$ cat config.mk
export PLATFORM = sky130hd
export DESIGN_NAME = mem_arbiter_flat
export DESIGN_NICKNAME = d
export VERILOG_FILES = /design/src/rtl/mem_arbiter_if.sv /design/src/rtl/mem_arbiter.sv /design/src/flat_wrapper.sv
export SDC_FILE = /design/constraint.sdc
export NUM_CORES = 1
export LEC_CHECK = 0
export BUFFER_PORTS_ARGS = -buffer_cell sky130_fd_sc_hd__buf_2
export CORE_AREA = 2 2 103 105
export DETAILED_ROUTE_END_ITERATION = 10
export DIE_AREA = 0 0 105 107
export PLACE_DENSITY = 0.87
export SYNTH_ARGS = -nofsm -noshare
export SYNTH_HDL_FRONTEND = slang
export SYNTH_SLANG_ARGS = --single-unit
$ cat constraint.sdc
create_clock -name CLK -period 2.05 [get_ports CLK]
set_input_delay 0.205 -clock CLK [delete_from_list [all_inputs] [get_ports CLK]]
set_output_delay 0.205 -clock CLK [all_outputs]
set_load 0.01 [all_outputs]
$ cat src/rtl/mem_arbiter_if.sv
// Cache-side and RAM-side bus of the memory arbiter.
// slave is the arbiter's view; master is the environment's view.
interface mem_arbiter_if;
    logic        iREN;
    logic [31:0] iaddr;
    logic        dREN;
    logic        dWEN;
    logic [31:0] daddr;
    logic [31:0] dstore;
    logic        iwait;
    logic        dwait;
    logic [31:0] iload;
    logic [31:0] dload;
    logic        ramREN;
    logic        ramWEN;
    logic [31:0] ramaddr;
    logic [31:0] ramstore;
    logic [31:0] ramload;
    logic [1:0]  ramstate;
    logic        err;

    modport slave (
        input  iREN, iaddr, dREN, dWEN, daddr, dstore,
        input  ramload, ramstate,
        output iwait, dwait, iload, dload,
        output ramREN, ramWEN, ramaddr, ramstore, err
    );

    modport master (
        output iREN, iaddr, dREN, dWEN, daddr, dstore,
        output ramload, ramstate,
        input  iwait, dwait, iload, dload,
        input  ramREN, ramWEN, ramaddr, ramstore, err
    );
endinterface

$ cat src/rtl/mem_arbiter.sv
// Serialises icache fetches and dcache accesses onto one RAM port,
// data-first with alternation on ties, plus a timeout watchdog.
module mem_arbiter #(
    parameter logic [7:0]  TIMEOUT = 8'd255,
    parameter logic [31:0] ERRWORD = 32'hBAD1BAD1
) (
    input  logic          CLK,
    input  logic          nRST,
    mem_arbiter_if.slave  bus
);
    typedef enum logic [1:0] {IDLE, DACC, IACC} state_t;

    localparam logic [1:0] RS_ACCESS = 2'd2;
    localparam logic [1:0] RS_ERROR  = 2'd3;

    state_t      r_state;
    state_t      w_next;
    logic [31:0] r_addr;
    logic [31:0] r_store;
    logic        r_wr;
    logic        r_lastd;
    logic        r_err;
    logic [7:0]  r_timer;

    logic        w_dpend;
    logic        w_req;
    logic        w_done;
    logic        w_abort;
    logic        w_fin;
    logic        w_launch_d;
    logic        w_launch_i;
    logic [31:0] w_resp;

    assign w_dpend = bus.dREN | bus.dWEN;

    always_comb begin
        w_next     = r_state;
        w_done     = 1'b0;
        w_abort    = 1'b0;
        w_launch_d = 1'b0;
        w_launch_i = 1'b0;
        w_req      = (r_state == IACC) ? bus.iREN : w_dpend;
        case (r_state)
            IDLE: begin
                if (w_dpend && (!bus.iREN || !r_lastd)) begin
                    w_launch_d = 1'b1;
                    w_next     = DACC;
                end else if (bus.iREN) begin
                    w_launch_i = 1'b1;
                    w_next     = IACC;
                end
            end
            DACC, IACC: begin
                // A withdrawn request ends the access silently.
                if (!w_req) begin
                    w_next = IDLE;
                end else if (bus.ramstate == RS_ACCESS) begin
                    w_done = 1'b1;
                    w_next = IDLE;
                end else if (bus.ramstate == RS_ERROR ||
                             r_timer == TIMEOUT) begin
                    w_abort = 1'b1;
                    w_next  = IDLE;
                end
            end
            default: w_next = IDLE;
        endcase
    end

    assign w_fin  = w_done | w_abort;
    assign w_resp = w_done ? bus.ramload : ERRWORD;

    always_comb begin
        bus.iwait = !(w_fin && r_state == IACC);
        bus.dwait = !(w_fin && r_state == DACC);
        bus.iload = (w_fin && r_state == IACC) ? w_resp : '0;
        bus.dload = (w_fin && r_state == DACC) ? w_resp : '0;
    end

    // RAM side depends on registered state only.
    always_comb begin
        bus.ramREN   = (r_state == IACC) || (r_state == DACC && !r_wr);
        bus.ramWEN   = (r_state == DACC) && r_wr;
        bus.ramaddr  = (r_state == IDLE) ? '0 : r_addr;
        bus.ramstore = (r_state == DACC) ? r_store : '0;
        bus.err      = r_err;
    end

    always_ff @(posedge CLK) begin
        if (nRST) begin
            r_state <= IDLE;
            r_addr  <= '0;
            r_store <= '0;
            r_wr    <= 1'b0;
            r_lastd <= 1'b0;
            r_err   <= 1'b0;
            r_timer <= '0;
        end else begin
            r_state <= w_next;
            if (w_launch_d) begin
                r_addr  <= bus.daddr;
                r_store <= bus.dstore;
                r_wr    <= bus.dWEN;
                r_timer <= '0;
            end else if (w_launch_i) begin
                r_addr  <= bus.iaddr;
                r_store <= '0;
                r_wr    <= 1'b0;
                r_timer <= '0;
            end else if (r_state != IDLE) begin
                r_timer <= r_timer + 8'd1;
            end
            if (w_done) begin
                r_lastd <= (r_state == DACC);
            end
            if (w_abort) begin
                r_err <= 1'b1;
            end
        end
    end
endmodule
$ cat src/flat_wrapper.sv
// flat-port wrapper written by rule: the top's interface ports become plain ports
module mem_arbiter_flat 
#(
    parameter logic [7:0]  TIMEOUT = 8'd255,
    parameter logic [31:0] ERRWORD = 32'hBAD1BAD1
)
  (CLK, nRST, bus_iREN, bus_iaddr, bus_dREN, bus_dWEN, bus_daddr, bus_dstore, bus_ramload, bus_ramstate, bus_iwait, bus_dwait, bus_iload, bus_dload, bus_ramREN, bus_ramWEN, bus_ramaddr, bus_ramstore, bus_err);
  mem_arbiter_if bus_i ();
  input  logic CLK;
  input  logic nRST;
  input wire logic [$bits(bus_i.iREN)-1:0] bus_iREN;
  input wire logic [$bits(bus_i.iaddr)-1:0] bus_iaddr;
  input wire logic [$bits(bus_i.dREN)-1:0] bus_dREN;
  input wire logic [$bits(bus_i.dWEN)-1:0] bus_dWEN;
  input wire logic [$bits(bus_i.daddr)-1:0] bus_daddr;
  input wire logic [$bits(bus_i.dstore)-1:0] bus_dstore;
  input wire logic [$bits(bus_i.ramload)-1:0] bus_ramload;
  input wire logic [$bits(bus_i.ramstate)-1:0] bus_ramstate;
  output wire logic [$bits(bus_i.iwait)-1:0] bus_iwait;
  output wire logic [$bits(bus_i.dwait)-1:0] bus_dwait;
  output wire logic [$bits(bus_i.iload)-1:0] bus_iload;
  output wire logic [$bits(bus_i.dload)-1:0] bus_dload;
  output wire logic [$bits(bus_i.ramREN)-1:0] bus_ramREN;
  output wire logic [$bits(bus_i.ramWEN)-1:0] bus_ramWEN;
  output wire logic [$bits(bus_i.ramaddr)-1:0] bus_ramaddr;
  output wire logic [$bits(bus_i.ramstore)-1:0] bus_ramstore;
  output wire logic [$bits(bus_i.err)-1:0] bus_err;
  assign bus_i.iREN = bus_iREN;
  assign bus_i.iaddr = bus_iaddr;
  assign bus_i.dREN = bus_dREN;
  assign bus_i.dWEN = bus_dWEN;
  assign bus_i.daddr = bus_daddr;
  assign bus_i.dstore = bus_dstore;
  assign bus_i.ramload = bus_ramload;
  assign bus_i.ramstate = bus_ramstate;
  assign bus_iwait = bus_i.iwait;
  assign bus_dwait = bus_i.dwait;
  assign bus_iload = bus_i.iload;
  assign bus_dload = bus_i.dload;
  assign bus_ramREN = bus_i.ramREN;
  assign bus_ramWEN = bus_i.ramWEN;
  assign bus_ramaddr = bus_i.ramaddr;
  assign bus_ramstore = bus_i.ramstore;
  assign bus_err = bus_i.err;
  mem_arbiter #(.TIMEOUT(TIMEOUT), .ERRWORD(ERRWORD)) u_core (.CLK(CLK), .nRST(nRST), .bus(bus_i));
endmodule
==> out/metrics.csv, run 1 <==
stage,metric,value,unit
global_routing,grt met3 use,5.41,%
critical_path,slowest cell on the critical path,or3_4,
status,failing checks,setup timing,
critical_path,Worst EP arrival,1950,ps
global_routing,grt met1 use,24.9,%
sta,final worst slack,-104,ps
die,die width,105,µm
die,Die Area,11200,µm²
die,Initial Util,39.1,%
synthesis,Synth top area share,39.0,%
clock_tree,CTS Buffer Depth,2,
synthesis,sequential area share after synthesis,39.0,%
synthesis,Yosys reg bits,77,
clock_tree,# clock sinks,77,
sta,Tightest Pin Transition,492,ps
drt,Routed wire per std cell,16.3,µm
synthesis,Yosys warning count,0,
clock_tree,Clock Latency Late Sink,340,ps
clock_tree,root buf cell,clkbuf_8,
power_and_ir_drop,Pwr per Cell Area,700,nW/µm²
synthesis,synthesized instance count,495,
synthesis,Mapped Nets,634,
critical_path,largest delay contributor family on the critical path,simple AND/OR/NAND/NOR gates,
place,I/O Buffers,267,
critical_path,Setup crit end kind,output pin,
critical_path,Worst path max stage delay,390,ps
critical_path,"Critical Path, Cell by Cell",inv_4 > ha_4 > or3_4 > nand4_4 > buf_12 > nor2_2 > nor2_1 > buf_2,
global_routing,total track usage,23.2,%
place,routability cong.,0.857,
global_routing,first-pass GRT wire length,20600,µm
finish,Finished Cell Area,6020,µm²
finish,"commonest non-fill, non-tap cell in the layout",buf_2,
global_routing,Congestion Overflow GR,0,
flow_run,max-cap viol count,0,
place,Detail Placement HPWL,9600,µm
global_routing,initial antenna violation count,5,
finish,final non-filler cell total,904,
finish,Final Util,59.6,%
die,number of top-level pins,268,
critical_path,Worst EP required,1850,ps
die,site row count,37,
finish,most frequent cells in the layout,"buf_2, nor2_1, dfxtp_1",
synthesis,top post-synthesis cells by area,"dfxtp_1, nor2_1, a22o_1, a311oi_1, nand2_1",
die,core area,10100,µm²
synthesis,cell accounting for the most synthesized area,dfxtp_1,
finish,# nets final,898,
synthesis,Syn Area/Cell,7.97,µm²
finish,area grow syn2layout,52.5,%
global_routing,vias in the first global route,4249,
critical_path,Critical Path Start Type,flop,
global_routing,met2 GRT Util,41.7,%
sta,TNS Setup,-2340,ps
sta,clock skew,10.9,ps
sta,Min Hold Slack,81.3,ps
sta,final setup fails,51,
drt,DRC Markers,0,
critical_path,Worst Path Max Fanout,10,
sta,Final Cycle Share,105,%
clock_tree,CTS Buf Count,9,
critical_path,Buffers & Inverters on Critical Path,3,
global_routing,largest net degree at the start of global routing,53,
die,Die H,107,µm
critical_path,Reg2Reg Setup Slack,190,ps
clock_tree,"CTS clk-pin slew, worst paths",80,ps
finish,layout cells sized above 1,46.4,%
drt,Post-DRT Antenna Nets,0,
sta,Slew headroom,67.1,%
place,dpl cell area,5350,µm²
drt,number of DRC markers in iteration 0,347,
drt,DRT Wirelength,14800,µm
sta,max-slew violations,0,
power_and_ir_drop,Worst VDD drop,0.491,mV
status,status,"complete, but fails checks",
global_routing,GRT busiest layer,met2,
drt,Vias/cell,5.20,
synthesis,Yosys cell types,39,
clock_tree,CTS H-tree depth,3,
sta,Final min period,2150,ps
sta,final hold violation count,0,
power_and_ir_drop,Leak,3.11,nW
place,Placed Instances,868,
clock_tree,cts hold-fix bufs,0,
min_path,worst hold path class,primary input to flop,
drt,via count,4705,
critical_path,critical path type,flop to output pin,
sta,RSZ-0062 raised after global routing,yes,
sta,Fmax,0.464,GHz
synthesis,mapped cell area,3950,µm²
clock_tree,CTS tree,yes,
drt,TritonRoute pass-1 iters,5,
[power breakdown]
part | total [mW] | switching, mW | internal, mW
registers | 1.75 | 0.0800 | 1.67
logic | 1.20 | 0.676 | 0.524
clock network | 1.26 | 0.547 | 0.712
total | 4.21 | 1.30 | 2.91
[per-stage QoR]
step,setup WS [ps],power [mW]
after floorplan,226,2.47
after global placement,174,2.83
after detailed placement,48.1,2.86
after CTS,-67.8,4.18
after global routing,-176,4.46
final,-104,4.21
[routing by layer]
layer	wire length, µm	share of wire [%]
met5	0	0
met4	583	3.9
met3	1150	7.8
met2	7460	50
met1	5590	38
[registers in the layout, indices dropped and copies added, names as in the netlist]
| name | cells |
|---|---|
| u_core.r_wr | 1 |
| u_core.r_timer | 8 |
| u_core.r_addr | 32 |
| u_core.r_state | 2 |
| u_core.r_lastd | 1 |
| u_core.r_store | 32 |
| u_core.bus.err | 1 |
[final timing paths]
check | start | to | depth (start not counted)
max | u_core.r_state[0] | bus_iload[15] | 8
min | bus_dstore[18] | u_core.r_store[18] | 2
max reg2reg | u_core.r_state[0] | u_core.r_state[0] | 6
min reg2reg | u_core.r_store[3] | u_core.r_store[3] | 1
[cell usage after synthesis]
cell type and instances:
or2_1 1, or2b_1 1, and4_4 1, o31ai_1 2, buf_2 16, nor2_2 1
a311oi_1 32, buf_1 1, a22o_1 32, buf_4 5, nand4_1 1, a2bb2oi_1 2
mux2i_1 1, xor2_1 3, nand3_1 3, mux2_2 1, nand3_2 2, or2_2 1
and2_1 33, xnor2_1 4, inv_1 3, dfxtp_1 77, and3_1 25, o21bai_2 1
buf_6 5, nor3_1 1, or3_4 1, ha_1 4, o221ai_1 1, nand2_1 71
clkbuf_1 14, nor2_1 103, a21oi_1 2, nand4b_1 2, nor2b_1 34, nand4_2 1
a21o_1 1, and3_2 5, and2b_4 1
[cells by family (layout without fill, tap and decap cells)]
family                     Yosys count  after routing  synth area share, %
buffers and inverters               44            304                 6.12
adders and majority gates            4              4                 1.27
other                                0              5                    0
xor gates and xnor gates             7              7                 1.55
AOI/OAI and AO/OA                   73             73                 16.0
and+or+nand+nor                    288            296                 35.5
muxes                                2              2                0.539
DFF                                 77             77                 39.0
[repair_timing]
item | in CTS | in global routing
setup endpoints to repair | 82 | 117
gates resized for setup | 40 | 26
setup buffers | 2 | 4
pin swaps | 6 | 10
gates cloned | 5 | 5
[layout make-up]
cell class              instances  area (µm²)
fillers                       866        4070
flip-flops and latches         77        1540
diodes                          5        12.5
inverters                       3        13.8
well taps                     136         170
multi-input cells             382        2460
repair buffers                286        1610
clock inverters                 4        72.6
clock buffers                  11         141
(Power assumes the default switching activity.)
==> run 2, diff against run 1 <==
- CELL_PAD_IN_SITES_DETAIL_PLACEMENT: default -> 2
- CELL_PAD_IN_SITES_GLOBAL_PLACEMENT: default -> 2
- CORE_AREA: 2 2 103 105 -> default
- CORE_MARGIN: default -> 2
- CORE_UTILIZATION: default -> 21
- CTS_CLUSTER_SIZE: default -> 40
- DIE_AREA: 0 0 105 107 -> default
- PLACE_DENSITY: 0.87 -> 0.91
==> out/metrics.csv, run 2 (same netlist as run 1, synthesis figures left out) <==
stage,metric,value,unit
sta,max-slew violations,0,
critical_path,Reg2Reg Depth,7,
drt,Routed wire per std cell,18.7,µm
die,core area,18600,µm²
die,Die H,141,µm
drt,Vias/cell,4.76,
global_routing,largest net degree at the start of global routing,57,
clock_tree,"CTS clk-pin slew, worst paths",70,ps
drt,number of DRC markers in iteration 0,199,
die,number of top-level pins,268,
place,routability cong.,0.768,
clock_tree,# clock sinks,77,
flow_run,max-cap viol count,0,
die,die width,141,µm
drt,Post-DRT Antenna Nets,0,
drt,DRC Markers,0,
sta,final worst slack,-122,ps
power_and_ir_drop,Worst VDD drop,0.416,mV
status,status,"complete, but fails checks",
critical_path,Worst EP arrival,1970,ps
global_routing,first-pass GRT wire length,26500,µm
global_routing,initial antenna violation count,1,
critical_path,Worst Path Max Fanout,5,
clock_tree,root buf cell,clkbuf_16,
die,Die Area,19900,µm²
critical_path,Reg2Reg Setup Slack,200,ps
sta,Fmax,0.460,GHz
finish,"commonest non-fill, non-tap cell in the layout",buf_2,
sta,Slew headroom,63.1,%
place,Detail Placement HPWL,12400,µm
min_path,worst hold path class,primary input to flop,
power_and_ir_drop,Pwr per Cell Area,734,nW/µm²
clock_tree,CTS Buf Count,9,
sta,Tightest Pin Transition,552,ps
finish,Regs by FF count,"u_core.r_addr: 32 flops, u_core.r_store: 32 flops, u_core.r_timer: 8 flops",
critical_path,Critical Path Start Type,flop,
place,Placed Instances,970,
global_routing,total track usage,17.0,%
critical_path,Setup crit end kind,output pin,
place,I/O Buffers,267,
global_routing,vias in the first global route,5035,
clock_tree,CTS tree,yes,
finish,fillers,2160,
drt,via count,4769,
finish,Finished Cell Area,6450,µm²
sta,final hold violation count,0,
clock_tree,CTS H-tree depth,3,
sta,final setup fails,61,
sta,RSZ-0062 raised after global routing,yes,
critical_path,Worst EP required,1850,ps
drt,TritonRoute pass-1 iters,4,
global_routing,Congestion Overflow GR,0,
die,Initial Util,21.2,%
place,dpl cell area,5500,µm²
finish,most frequent cells in the layout,"buf_2, dfxtp_1, nand2_1",
finish,layout cells sized above 1,49.9,%
clock_tree,cts hold-fix bufs,0,
sta,clock skew,9.18,ps
power_and_ir_drop,Leak,3.24,nW
finish,area grow syn2layout,63.5,%
finish,# nets final,901,
drt,DRT Wirelength,18700,µm
status,failing checks,setup timing,
sta,Final min period,2170,ps
finish,final non-filler cell total,1002,
sta,Final Cycle Share,106,%
die,site row count,50,
critical_path,critical path type,flop to output pin,
clock_tree,Clock Latency Late Sink,340,ps
min_path,hold path cells,2,
clock_tree,CTS Buffer Depth,2,
## run 2: power by group
group	internal, mW	switching (mW)
logic	0.565	0.734
clock network	0.961	0.715
registers	1.68	0.0888
## run 2: area by class of cell
class | instances | area (µm²) | area share [%]
clock inverters | 7 | 80.1 | 1.24
repair buffers | 294 | 1770 | 27.4
diodes | 1 | 2.50 | 0.0388
clock buffers | 9 | 225 | 3.49
flip-flops and latches | 77 | 1540 | 23.9
well taps | 234 | 293 | 4.54
inverters | 3 | 13.8 | 0.213
multi-input cells | 377 | 2530 | 39.2
## run 2: layer usage
| metal | GRT usage [%] | vias to the layer above | share of wire, % |
|---|---|---|---|
| li1 | - | 2230 | - |
| met1 | 17.6 | 2309 | 37 |
| met2 | 32.0 | 206 | 52 |
| met3 | 5.81 | 24 | 8.8 |
| met4 | 5.47 | 0 | 2.0 |
| met5 | 0 | - | 0 |
## run 2: final timing paths
check                  endpoint                from
max                bus_iload[7]   u_core.r_state[0]
min reg2reg  u_core.r_store[13]  u_core.r_store[13]
min          u_core.r_store[11]      bus_dstore[11]
max reg2reg   u_core.r_store[3]   u_core.r_state[1]
## run 2: critical path: stages, from the launching register on
cell     delay, ps
dfxtp_2        350
inv_4           50
buf_6          110
ha_4           290
and3_4         230
buf_12         130
nand3_4        130
nor2_1         170
buf_2          150
## run 2: through the flow
stage / total power, mW / setup TNS (ps) / hold slack [ps] / utilization [%] / setup WS [ps]
2_1_floorplan: 2.47 / 0 / 338 / - / 226
3_3_place_gp: 2.89 / 0 / 421 / 29.6 / 77.1
3_5_place_dp: 2.94 / -80.2 / 428 / 29.6 / -52.4
4_1_cts: 4.72 / -5800 / 62.2 / 32.6 / -173
5_1_grt: 5.02 / -7620 / 60.8 / 34.7 / -201
6_report: 4.74 / -2780 / 75.0 / 34.7 / -122
## run 2: timing repair
action,CTS,global route
setup buffers,8,3
endpoints found under the setup margin,72,104
pin swaps,27,11
gates cloned,4,2
gates resized for setup,25,92
